`src/rtl/core_exu_lsu_pkg.sv`:
```
// Shared definitions for the execute-stage load/store unit: FSM state
// encoding, RV32 load/store funct3 encodings and a funct3 legality helper.
package core_exu_lsu_pkg;

    // Transaction FSM states (2-bit encoding)
    typedef enum logic [1:0] {
        ST_IDLE = 2'd0,
        ST_REQ  = 2'd1,
        ST_WAIT = 2'd2,
        ST_DONE = 2'd3
    } lsu_state_t;

    // funct3 size/sign encodings shared by loads (LB..LHU) and stores (SB..SW)
    localparam logic [2:0] F3_B  = 3'b000;
    localparam logic [2:0] F3_H  = 3'b001;
    localparam logic [2:0] F3_W  = 3'b010;
    localparam logic [2:0] F3_BU = 3'b100;
    localparam logic [2:0] F3_HU = 3'b101;

    // Stores accept B/H/W only; loads additionally accept the unsigned forms.
    function automatic logic f3_legal(input logic we, input logic [2:0] f3);
        logic ok;
        case (f3)
            F3_B, F3_H, F3_W: ok = 1'b1;
            F3_BU, F3_HU:     ok = ~we;
            default:          ok = 1'b0;
        endcase
        return ok;
    endfunction

endpackage

```
`src/rtl/core_lsu_align.sv`:
```
// Combinational lane logic for the load/store unit.
// Store side: byte/half replication across the bus word and byte strobes,
// plus illegal-funct3 and misalignment classification of the request.
// Load side: lane extraction from the returned word and sign/zero extension.
module core_lsu_align
    import core_exu_lsu_pkg::*;
(
    input  logic        req_we,
    input  logic [2:0]  req_funct3,
    input  logic [1:0]  req_addr_lo,
    input  logic [31:0] req_wdata,
    output logic [31:0] st_wdata,
    output logic [3:0]  st_wstrb,
    output logic        req_illegal,
    output logic        req_misaligned,
    input  logic [2:0]  ld_funct3,
    input  logic [1:0]  ld_addr_lo,
    input  logic [31:0] ld_word,
    output logic [31:0] ld_data
);

    logic [7:0]  ld_byte [4];
    logic [7:0]  ld_byte_sel;
    logic [15:0] ld_half_sel;

    // Split the returned word into its four byte lanes
    for (genvar gi = 0; gi < 4; gi++) begin : g_lane
        assign ld_byte[gi] = ld_word[8*gi +: 8];
    end

    // Store replication and strobes; loads never drive strobes
    always_comb begin
        st_wdata = req_wdata;
        st_wstrb = 4'b0000;
        case (req_funct3)
            F3_B: begin
                st_wdata = {4{req_wdata[7:0]}};
                st_wstrb = 4'b0001 << req_addr_lo;
            end
            F3_H: begin
                st_wdata = {2{req_wdata[15:0]}};
                st_wstrb = req_addr_lo[1] ? 4'b1100 : 4'b0011;
            end
            F3_W: begin
                st_wstrb = 4'b1111;
            end
            default: begin
                st_wstrb = 4'b0000;
            end
        endcase
        if (!req_we) begin
            st_wstrb = 4'b0000;
        end
    end

    // Request classification: illegal size/sign field and natural alignment
    always_comb begin
        req_illegal    = ~f3_legal(req_we, req_funct3);
        req_misaligned = 1'b0;
        case (req_funct3)
            F3_H, F3_HU: req_misaligned = req_addr_lo[0];
            F3_W:        req_misaligned = |req_addr_lo;
            default:     req_misaligned = 1'b0;
        endcase
    end

    // Load lane select and extension; half uses addr[1] only, word ignores both bits
    always_comb begin
        ld_byte_sel = ld_byte[ld_addr_lo];
        ld_half_sel = ld_addr_lo[1] ? ld_word[31:16] : ld_word[15:0];
        case (ld_funct3)
            F3_B:    ld_data = {{24{ld_byte_sel[7]}}, ld_byte_sel};
            F3_BU:   ld_data = {24'h000000, ld_byte_sel};
            F3_H:    ld_data = {{16{ld_half_sel[15]}}, ld_half_sel};
            F3_HU:   ld_data = {16'h0000, ld_half_sel};
            F3_W:    ld_data = ld_word;
            default: ld_data = 32'h0000_0000;
        endcase
    end

endmodule

```
`src/rtl/core_exu_lsu.sv`:
```
// RV32 execute-stage load/store unit. One outstanding data-memory access at a
// time over a valid/ready request bus with a separate load-response strobe.
// Optional build macro: LSU_MISALIGN_TRAP_EN -- when defined, misaligned half
// and word accesses complete with lsu_err and never reach the bus; otherwise
// the low address bits are ignored as needed to force alignment.
module core_exu_lsu
    import core_exu_lsu_pkg::*;
(
    input  logic        clk,
    input  logic        rst_n,
    input  logic        lsu_start,
    input  logic        lsu_we,
    input  logic [2:0]  lsu_funct3,
    input  logic [31:0] lsu_addr,
    input  logic [31:0] lsu_wdata,
    output logic        lsu_busy,
    output logic        lsu_done,
    output logic [31:0] lsu_rdata,
    output logic        lsu_err,
    output logic        mem_req_valid,
    input  logic        mem_req_ready,
    output logic        mem_we,
    output logic [31:0] mem_addr,
    output logic [31:0] mem_wdata,
    output logic [3:0]  mem_wstrb,
    input  logic        mem_rsp_valid,
    input  logic [31:0] mem_rdata
);

    lsu_state_t  state_reg;
    lsu_state_t  state_next;

    logic        req_we_reg;
    logic [2:0]  req_funct3_reg;
    logic [1:0]  req_addr_lo_reg;
    logic        mem_req_valid_reg;
    logic        mem_we_reg;
    logic [31:0] mem_addr_reg;
    logic [31:0] mem_wdata_reg;
    logic [3:0]  mem_wstrb_reg;
    logic [31:0] rdata_reg;
    logic        err_reg;

    logic [31:0] st_wdata;
    logic [3:0]  st_wstrb;
    logic        req_illegal;
    logic        req_misaligned;
    logic [31:0] ld_data;

    logic        req_reject;
    logic        accept;
    logic        bus_fire;
    logic        rsp_fire;

    core_lsu_align u_align (
        .req_we         (lsu_we),
        .req_funct3     (lsu_funct3),
        .req_addr_lo    (lsu_addr[1:0]),
        .req_wdata      (lsu_wdata),
        .st_wdata       (st_wdata),
        .st_wstrb       (st_wstrb),
        .req_illegal    (req_illegal),
        .req_misaligned (req_misaligned),
        .ld_funct3      (req_funct3_reg),
        .ld_addr_lo     (req_addr_lo_reg),
        .ld_word        (mem_rdata),
        .ld_data        (ld_data)
    );

`ifdef LSU_MISALIGN_TRAP_EN
    assign req_reject = req_illegal | req_misaligned;
`else
    // Misalignment is tolerated: the lane logic simply ignores the low bits.
    logic unused_misaligned;
    assign unused_misaligned = req_misaligned;
    assign req_reject        = req_illegal;
`endif

    assign accept   = (state_reg == ST_IDLE) & lsu_start;
    assign bus_fire = (state_reg == ST_REQ) & mem_req_valid_reg & mem_req_ready;
    assign rsp_fire = (state_reg == ST_WAIT) & mem_rsp_valid;

    // State register
    always_ff @(posedge clk or negedge rst_n) begin
        if (!rst_n) begin
            state_reg <= ST_IDLE;
        end else begin
            state_reg <= state_next;
        end
    end

    // Next-state: rejected requests skip the bus and finish straight away
    always_comb begin
        state_next = state_reg;
        case (state_reg)
            ST_IDLE: begin
                if (accept) begin
                    state_next = req_reject ? ST_DONE : ST_REQ;
                end
            end
            ST_REQ: begin
                if (bus_fire) begin
                    state_next = req_we_reg ? ST_DONE : ST_WAIT;
                end
            end
            ST_WAIT: begin
                if (rsp_fire) begin
                    state_next = ST_DONE;
                end
            end
            ST_DONE: begin
                state_next = ST_IDLE;
            end
            default: begin
                state_next = ST_IDLE;
            end
        endcase
    end

    // Request latch, registered bus fields and load result capture
    always_ff @(posedge clk or negedge rst_n) begin
        if (!rst_n) begin
            req_we_reg        <= 1'b0;
            req_funct3_reg    <= 3'b000;
            req_addr_lo_reg   <= 2'b00;
            mem_req_valid_reg <= 1'b0;
            mem_we_reg        <= 1'b0;
            mem_addr_reg      <= 32'h0000_0000;
            mem_wdata_reg     <= 32'h0000_0000;
            mem_wstrb_reg     <= 4'b0000;
            rdata_reg         <= 32'h0000_0000;
            err_reg           <= 1'b0;
        end else begin
            if (accept) begin
                req_we_reg        <= lsu_we;
                req_funct3_reg    <= lsu_funct3;
                req_addr_lo_reg   <= lsu_addr[1:0];
                mem_req_valid_reg <= ~req_reject;
                mem_we_reg        <= lsu_we;
                mem_addr_reg      <= {lsu_addr[31:2], 2'b00};
                mem_wdata_reg     <= lsu_we ? st_wdata : 32'h0000_0000;
                mem_wstrb_reg     <= st_wstrb;
                rdata_reg         <= 32'h0000_0000;
                err_reg           <= req_reject;
            end
            if (bus_fire) begin
                mem_req_valid_reg <= 1'b0;
            end
            if (rsp_fire) begin
                rdata_reg <= ld_data;
            end
        end
    end

    // Pipeline-facing outputs; result and error are only presented during DONE
    always_comb begin
        lsu_busy  = (state_reg != ST_IDLE);
        lsu_done  = (state_reg == ST_DONE);
        lsu_rdata = lsu_done ? rdata_reg : 32'h0000_0000;
        lsu_err   = lsu_done & err_reg;
    end

    assign mem_req_valid = mem_req_valid_reg;
    assign mem_we        = mem_we_reg;
    assign mem_addr      = mem_addr_reg;
    assign mem_wdata     = mem_wdata_reg;
    assign mem_wstrb     = mem_wstrb_reg;

endmodule
```
`config.mk`:
```
export PLATFORM = sky130hd
export DESIGN_NAME = core_exu_lsu
export DESIGN_NICKNAME = d
export VERILOG_FILES = /design/src/rtl/core_exu_lsu_pkg.sv /design/src/rtl/core_lsu_align.sv /design/src/rtl/core_exu_lsu.sv
export SDC_FILE = /design/constraint.sdc
export NUM_CORES = 1
export LEC_CHECK = 0
export BUFFER_PORTS_ARGS = -buffer_cell sky130_fd_sc_hd__buf_2
export CAP_MARGIN = 10
export CORE_UTILIZATION = 50
export CTS_BUF_LIST = sky130_fd_sc_hd__clkbuf_8
export CTS_CLUSTER_SIZE = 12
export DETAILED_ROUTE_END_ITERATION = 8
export PLACE_DENSITY_LB_ADDON = 0.1
export SLEW_MARGIN = 20
export SYNTH_ARGS = -nofsm -noshare
export SYNTH_HDL_FRONTEND = slang
export SYNTH_SLANG_ARGS = --single-unit
```
`constraint.sdc`:
```
create_clock -name clk -period 1.8 [get_ports clk]
set_input_delay 0.27 -clock clk [delete_from_list [all_inputs] [get_ports clk]]
set_output_delay 0.27 -clock clk [all_outputs]
set_load 0.01 [all_outputs]
```
== Yosys cells after proc, flatten, opt, wreduce, memory -nomap -nowiden ==
Index checks and enable logic that the tools add are counted.

* Flip-flop bits (word level): 108
* Bits in latches: 0
* Bits in writable memories: 0
* ROM bits: 0
* Input bits: 105
* Output and inout port bits: 105
* Word-level logic and storage cells: 65
* Memories: 0

* Add/subtract/negate cells: 0
* Multiply operators: 0
* Div/mod/pow operators: 0
* $lt $le $gt $ge: 1
* Equal/unequal tests: 14
* Shift operators: 1
* Mux-type cells: 22
* Bitwise logic cells: 8
* Reductions and logical operators: 9

{| class="wikitable"
|+ Operators by type and width
! operator !! count
|-
| $pmux 32 s5 || 1
|-
| $mux 32 || 4
|-
| $pmux 32 s2 || 1
|-
| $bmux 8 s2 || 1
|-
| $mux 16 || 1
|-
| $mux 8 || 2
|-
| $eq 3x3->1 const B || 4
|-
| $pmux 4 s3 || 1
|-
| $mux 2 || 4
|-
| $mux 4 || 2
|-
| $pmux 2 s4 || 1
|-
| $eq 3x1->1 const B || 2
|-
| $eq 3x2->1 const B || 2
|-
| $logic_not 3->1 || 2
|-
| $ne 2x2->1 const B || 3
|-
| $reduce_bool 2->1 || 3
|-
| $and 1x1->1 || 5
|-
| $eq 2x2->1 const B || 2
|-
| $shl 1x2->4 const A || 1
|-
| $ge 3x3->1 const B || 1
|-
| $mux 1 || 3
|-
| $not 2->3 || 1
|-
| $reduce_and 3->1 || 1
|-
| $reduce_or 3->1 || 1
|-
| 5 further kinds || 6
|}

== Depth between registers and ports, before layout ==
Gate-level depths: netlist of the first run.

* Depth after elaboration: 6
* Gate-level depth with buffers: 8
* Mapped depth without buffers: 6

== Cells and area by module ==
From an unflattened synthesis of the first run, not the netlist that was laid out.

* Cells, all modules: 642
* Area total of the unflattened synthesis: 6013.3 µm²

{| class="wikitable"
|+ Modules (own cells, without submodules)
! module !! instances !! cells each !! area an instance (µm²) !! sequential area each (µm²)
|-
| core_exu_lsu || 1 || 448 || 4558.1 || 2702.6
|-
| core_lsu_align || 1 || 194 || 1455.1 || 0.0
|}

== Worst setup path before layout of the first run ==
OpenSTA, ideal clock, no wires.

* Path type: register to register
* Start point: register req_addr_lo_reg[1]
* End point: register rdata_reg[16]
* Setup time: 0.121 ns
* Data arrival time: 1.504 ns
* Data required time: 1.679 ns
* Path slack: 0.174 ns
* Stages on the path, launching flop included: 7
* Cells stage by stage: dfrtp_1 -> buf_6 -> mux4_2 -> mux2_4 -> nand3_4 -> buf_8 -> nand2_1

* Cells in the longest elaborated chain, start to end: 6
* Elaborated cells between the ends (all ways): 7
* Those cells by class: mux: 6; bitwise: 1

{| class="wikitable"
|+ RTL lines
! item !! line !! source
|-
| from (decl) || core_exu_lsu.sv:35 || <nowiki>logic [1:0] req_addr_lo_reg;</nowiki>
|-
| from (signal assigned) || core_exu_lsu.sv:137 || <nowiki>req_addr_lo_reg <= lsu_addr[1:0];</nowiki>
|-
| $not 2->3 (implied by the code) || core_lsu_align.sv:69 || <nowiki>ld_byte_sel = ld_byte[ld_addr_lo];</nowiki>
|-
| $bmux 8 s2 || core_lsu_align.sv:69 ||
|-
| $mux 8 (implied by the code) (2 in series) || core_lsu_align.sv:69 ||
|-
| $pmux 32 s5 (*) || core_lsu_align.sv:71 || <nowiki>case (ld_funct3)</nowiki>
|-
| $mux 32 (*) || core_exu_lsu.sv:149 || <nowiki>if (rsp_fire) begin</nowiki>
|-
| to (signal assigned) || core_exu_lsu.sv:150 || <nowiki>rdata_reg <= ld_data;</nowiki>
|-
| to (decl) || core_exu_lsu.sv:41 || <nowiki>logic [31:0] rdata_reg;</nowiki>
|}

Every way passes the cells marked *; elsewhere a longest branch is shown, timed or not. The select of a mux whose other input is x is not followed.
A chain may end at the register's enable or synchronous reset.

== Final worst setup path of the first run ==
* Start point: register state_reg[1]
* End point: output port lsu_rdata[31]

* Cells in the longest elaborated chain, start to end: 2

{| class="wikitable"
|+ RTL lines
! item !! line !! source
|-
| from (decl) || core_exu_lsu.sv:30 || <nowiki>lsu_state_t state_reg;</nowiki>
|-
| from (signal assigned) || core_exu_lsu.sv:88 || <nowiki>state_reg <= state_next;</nowiki>
|-
| $eq 2x2->1 || core_exu_lsu.sv:158 || <nowiki>lsu_done = (state_reg == ST_DONE);</nowiki>
|-
| $mux 32 || core_exu_lsu.sv:159 || <nowiki>lsu_rdata = lsu_done ? rdata_reg : 32'h0000_0000;</nowiki>
|-
| to (decl) || core_exu_lsu.sv:18 || <nowiki>output logic [31:0] lsu_rdata,</nowiki>
|}

No other way between the ends.

==> out/qor.txt, run 1 <==
outcome: completed
Final Hold Viols: 0
largest cells by area after synthesis: dfrtp_1 52%, nand2_1 13%, o21ai_0 6.0%
die area: 10900 µm²
top post-synthesis cells by count: 184 x nand2_1, 108 x dfrtp_1, 63 x o21ai_0
gr ovfl total: 0
area of the multi-input gates: 2380 µm²
CP Launch Type: register
max cap viols: 0
number of routed nets with antenna violations: 0
Crit path required time: 1530 ps
WP data arrival: 1470 ps
DR vias/cell: 5.25
Root Buffer: clkbuf_8
DR pass1 iterations: 8
largest net degree at the start of global routing: 109
Worst-Skew Late Latency: 360 ps
total number of vias: 4733
Rows: 37
Tot GR Track Use: 25.9%
Slew Limit Headroom: 61.6%
cells along the critical path: ha_4 -> buf_12 -> and2_1 -> buf_2
Non-Filler Instances: 901
Post-synth EDFFs: 0
Initial DRC Count: 210
Slew Limit Fails: 0
cell with the most instances after synthesis: nand2_1
Max rail drop VDD: 805 µV
Final Cycle Share: 96.8%
RSZ-0062 raised after global routing: true
cell area after synthesis: 5240 µm²
fraction of layout cells with a size suffix above 1: 34.9%
Worst Slack Setup Final: 58.0 ps
Die X: 104 µm
DRC: 0
Wirelength per Cell: 15.3 µm
Main synth FF type: dfrtp_1
TritonCTS clock tree: yes
DP Cell Count: 883
CP max FO: 33
FMAX: 574 MHz
crit path time final: 1740 ps
critical path capture point type: primary output
ant diodes: 0
worst-case clock buffer depth: 2
Post-Synthesis Cells: 562
Layout Nets: 870
CP max stage delay: 460 ps
H-Tree Level Count: 3
leakage: 0.00367 µW
type of the worst setup path: reg -> out
Slew @ Worst Pin: 576 ps
Worst Skew: 6.62 ps
global-route wire length before repair: 22.3 mm
number of fill cells: 896
Min-Delay Path Class: in -> reg
Synth warnings: 0
sequential fraction of the synthesis area: 51.5%
slowest stage cell, crit path: dfrtp_1
synthesis-to-finish area growth: 28.4%
flops & latches, synth: 108
final number of setup-violating endpoints: 0
Synth top area share: 51.5%
Die Y: 104 µm
clock buffer count from CTS: 9
antenna violations before repair: 1
Netlist cell types: 42
port bufs: 207
largest area contributor in the netlist: dfrtp_1
Ports: 210
final wirelength: 13.8 mm
async set or reset register ratio after synthesis: 100%
Syn Area/Cell: 9.33 µm²
Initial Util: 51.3%
routability cong.: 0.884
Core Footprint: 10200 µm²
clock sink count: 108
FF+latch area: 2700 µm²
post-DP HPWL: 10.2 mm
vias in the first global route: 4598
Power Dens Cells: 1490 nW/µm²
CTS clk-pin slew, worst paths: 100 ps
dpl ws: 73.5 ps
[worst max-delay path: cells and delay by family (launching register included)]
kind	cells	cell delay [ps]
flops	1	460
buf+inv	2	290
fa+ha+maj	1	200
simple gates	1	150
[cell families after synthesis]
group           synth area share [%]
simple gates                    20.5
fa+ha+maj                       1.19
other cells                   0.0715
flops                           51.5
mux                             7.61
compound gates                  15.1
buf+inv                         3.96
[layer usage]
layer | global-route usage [%] | vias up | routed length (µm)
li1 | - | 2286 | -
met1 | 32.9 | 2231 | 5830
met2 | 42.8 | 187 | 6690
met3 | 5.39 | 27 | 914
met4 | 11.1 | 2 | 375
met5 | 0 | - | 17
[layout by cell type, fill, tap and decap left out, types with 2 or more instances in the layout]
cell type,count
o221ai_1,5
buf_12,4
mux2i_1,26
nand2b_1,2
nand2_2,2
nor2b_1,2
inv_1,6
a21boi_0,8
a221oi_1,6
a21oi_1,6
and2_1,37
a22oi_1,20
a21o_1,2
dfrtp_1,108
a221oi_2,2
buf_2,206
conb_1,2
ha_1,4
a32oi_1,4
nor2_1,4
nor3_1,2
nor2_2,2
o21ai_1,3
o31ai_1,3
clkinvlp_4,3
bufinv_16,2
nand2_1,182
mux2_2,9
o21ai_0,60
buf_4,13
clkbuf_8,10
[per-stage QoR]
stage / setup TNS [ps] / hold slack [ps] / total power [µW] / utilization (%) / instance area [µm²]
final: 0 / 86.8 / 10100 / 65.8 / 6740
after global routing: -110 / 82.4 / 10800 / 65.8 / 6740
after CTS: 0 / 69.4 / 10000 / 65.4 / 6690
after floorplan: 0 / -25.6 / 6620 / - / 5250
after global placement: 0 / 391 / 8190 / 62.9 / 6440
after detailed placement: 0 / 391 / 8340 / 62.9 / 6440
[area by class of cell]
type | count | area share [%]
inverter | 6 | 0.334
sequential | 108 | 40.1
tap | 136 | 2.53
clock inverter | 6 | 1.30
multi-input combinational | 410 | 35.4
clock buffer | 10 | 2.04
timing repair buffer | 225 | 18.3
[worst paths after layout]
| check | end | slack (ps) | depth (start not counted) | startpoint |
|---|---|---|---|---|
| max in group asynchronous | mem_addr[19]$_DFFE_PN0P_ | 850 | 3 | rst_n |
| min in group asynchronous | rdata_reg[26]$_DFFE_PN0P_ | 510 | 3 | rst_n |
| hold / removal | mem_addr[7]$_DFFE_PN0P_ | 90 | 3 | lsu_addr[7] |
| setup reg to reg | rdata_reg[7]$_DFFE_PN0P_ | 90 | 6 | state_reg[0]$_DFFE_PN0P_ |
| setup / recovery | lsu_rdata[31] | 60 | 4 | state_reg[1]$_DFFE_PN0P_ |
| hold reg to reg | mem_addr[15]$_DFFE_PN0P_ | 470 | 2 | mem_addr[15]$_DFFE_PN0P_ |
[report_power, final]
group	switching (µW)	leakage, µW	total [µW]	internal (µW)
sequential	615	0.00140	4030	3410
combinational	2480	0.00217	4380	1890
clock	831	0.000105	1650	819
[timing repair]
action / in CTS / in global routing
setup endpoints to repair: 32 / 46
pin swaps: 0 / 0
endpoints found under the hold margin: 46 / 0
resized for setup: 2 / 14
hold buffers: 1 / 0
setup buffers: 1 / 0
cloned: 0 / 0
Note: power is estimated with default switching activity, not from simulation.
==> run 2, diff against run 1 <==
==> constraint.sdc (replaced) <==
create_clock -name clk -period 1.8 [get_ports clk]
set_input_delay 0.18 -clock clk [delete_from_list [all_inputs] [get_ports clk]]
set_output_delay 0.18 -clock clk [all_outputs]
set_load 0.01 [all_outputs]
==> run 2 against run 1 <==
Clock power shrank 17%. Largest power group unchanged. Register-to-register slack is essentially flat. Global-route usage grew 1.2 points.
==> out/qor.txt, run 2 (synthesis results as in run 1) <==
largest net degree at the start of global routing: 67
Slew @ Worst Pin: 618 ps
global-route wire length before repair: 23.4 mm
worst reg-to-reg path cell count: 6
gr ovfl total: 0
ant diodes: 0
fraction of layout cells with a size suffix above 1: 33.7%
port bufs: 207
DRC: 0
Ports: 210
leakage: 0.00377 µW
min-delay src: lsu_addr[2]
RSZ-0062 raised after global routing: true
worst-case clock buffer depth: 2
Root Buffer: clkbuf_8
RR Endpoint: rdata_reg[7]$_DFFE_PN0P_
WP data arrival: 1960 ps
Slew Limit Fails: 0
Die Y: 104 µm
final number of setup-violating endpoints: 0
Max rail drop VDD: 708 µV
Total Power: 9840 µW
post-route cell area: 6950 µm²
Layout Nets: 897
final wirelength: 14.7 mm
die area: 10900 µm²
post-DP HPWL: 10.4 mm
outcome: completed
clock sink count: 108
Initial Util: 51.3%
Hold Path Depth: 3
R2R setup slack: 90 ps
H-Tree Level Count: 3
DP Area: 6440 µm²
Die X: 104 µm
Min-Delay Path Class: in -> reg
critical path capture point type: register
Rows: 37
Min Hold Slack: 9.91 ps
FMAX: 585 MHz
TritonCTS clock tree: yes
Final Cycle Share: 94.9%
hold worst-path end: mem_addr[2]$_DFFE_PN0P_
clock buffer count from CTS: 9
antenna violations before repair: 0
CP Launch Type: register
Power Dens Cells: 1410 nW/µm²
most frequent cells in the layout: 206 x buf_2, 182 x nand2_1, 108 x dfrtp_1
CTS clk-pin slew, worst paths: 100 ps
Worst Skew: 13.0 ps
CP max FO: 8
commonest non-fill, non-tap cell in the layout: buf_2
type of the worst setup path: reg -> reg
max cap viols: 0
number of routed nets with antenna violations: 0
Tot GR Track Use: 27.1%
Initial DRC Count: 210
Slew Limit Headroom: 58.7%
Crit Reg-Reg Startpoint: state_reg[1]$_DFFE_PN0P_
DR vias/cell: 5.20
Worst-Skew Late Latency: 370 ps
total number of vias: 4825
Post-CTS Setup Repair Bufs: 0
synthesis-to-finish area growth: 32.6%
Wirelength per Cell: 15.8 µm
Crit path required time: 2050 ps
vias in the first global route: 4804
Core Footprint: 10200 µm²
Final Hold Viols: 0
routability cong.: 0.885
DR pass1 iterations: 6
crit path time final: 1710 ps
run 2: cell count changes in the layout (fill, tap and decap cells not counted), sizes merged:
cell | before | now
clkinvlp | 3 | 1
bufinv | 2 | 0
clkinv | 1 | 5
dlygate4sd3 | 1 | 28
run 2: worst max-delay path by stage:
stage,startpoint,end,slack [ps],cells past startpoint
global placement,req_addr_lo_reg[1]$_DFFE_PN0P_,rdata_reg[11]$_DFFE_PN0P_,130,4
global route,req_addr_lo_reg[1]$_DFFE_PN0P_,rdata_reg[9]$_DFFE_PN0P_,-10,4
floorplan,req_addr_lo_reg[1]$_DFFE_PN0P_,rdata_reg[16]$_DFFE_PN0P_,170,6
detailed placement,state_reg[0]$_DFFE_PN0P_,mem_wdata[16]$_DFFE_PN0P_,100,6
CTS,state_reg[0]$_DFFE_PN0P_,mem_wdata[17]$_DFFE_PN0P_,50,6
finish,state_reg[1]$_DFFE_PN0P_,rdata_reg[7]$_DFFE_PN0P_,90,6
run 2: area by class of cell:
type / instances / area [µm²]
fillers: 852 / 3280
flip-flops and latches: 108 / 2700
multi-input cells: 410 / 2390
repair buffers: 252 / 1490
well taps: 136 / 170
clock buffers: 10 / 138
clock inverters: 6 / 40.0
inverters: 6 / 22.5
run 2: critical path, cell delays in order (launching register included):
cell and delay [ps]:
dfrtp_1 460, inv_1 140, ha_2 230, and2_1 180
a21oi_2 60, buf_4 180, a221o_1 350
run 2: power by group:
group	leakage, µW	internal [µW]	total [µW]	switching [µW]
clock	0.0000920	539	1370	827
combinational	0.00228	1910	4420	2510
sequential	0.00140	3420	4040	629
total	0.00377	5870	9840	3970
run 2: metrics by stage:
| step | worst slack [ps] | utilization, % | TNS [ps] | cells |
|---|---|---|---|---|
| after floorplan | 174 | - | 0 | 563 |
| after global placement | 128 | 63.0 | 0 | 884 |
| after detailed placement | 96.1 | 63.0 | 0 | 884 |
| after CTS | 48.0 | 67.6 | 0 | 928 |
| after global routing | -9.71 | 67.9 | -24.4 | 928 |
| final | 91.6 | 67.9 | 0 | 928 |
run 2: what timing repair did:
item,in CTS,in global routing
endpoints found under the hold margin,46,0
resized for setup,2,14
hold buffers,28,0
setup endpoints to repair,34,72
run 2: metal layers:
| metal | track usage (%) | up-vias | wire (µm) |
|---|---|---|---|
| met2 | 45.9 | 165 | 7270 |
| li1 | - | 2345 | - |
| met1 | 34.3 | 2294 | 6230 |
| met4 | 9.18 | 0 | 222 |
| met5 | 0 | - | 0 |
| met3 | 5.83 | 21 | 938 |
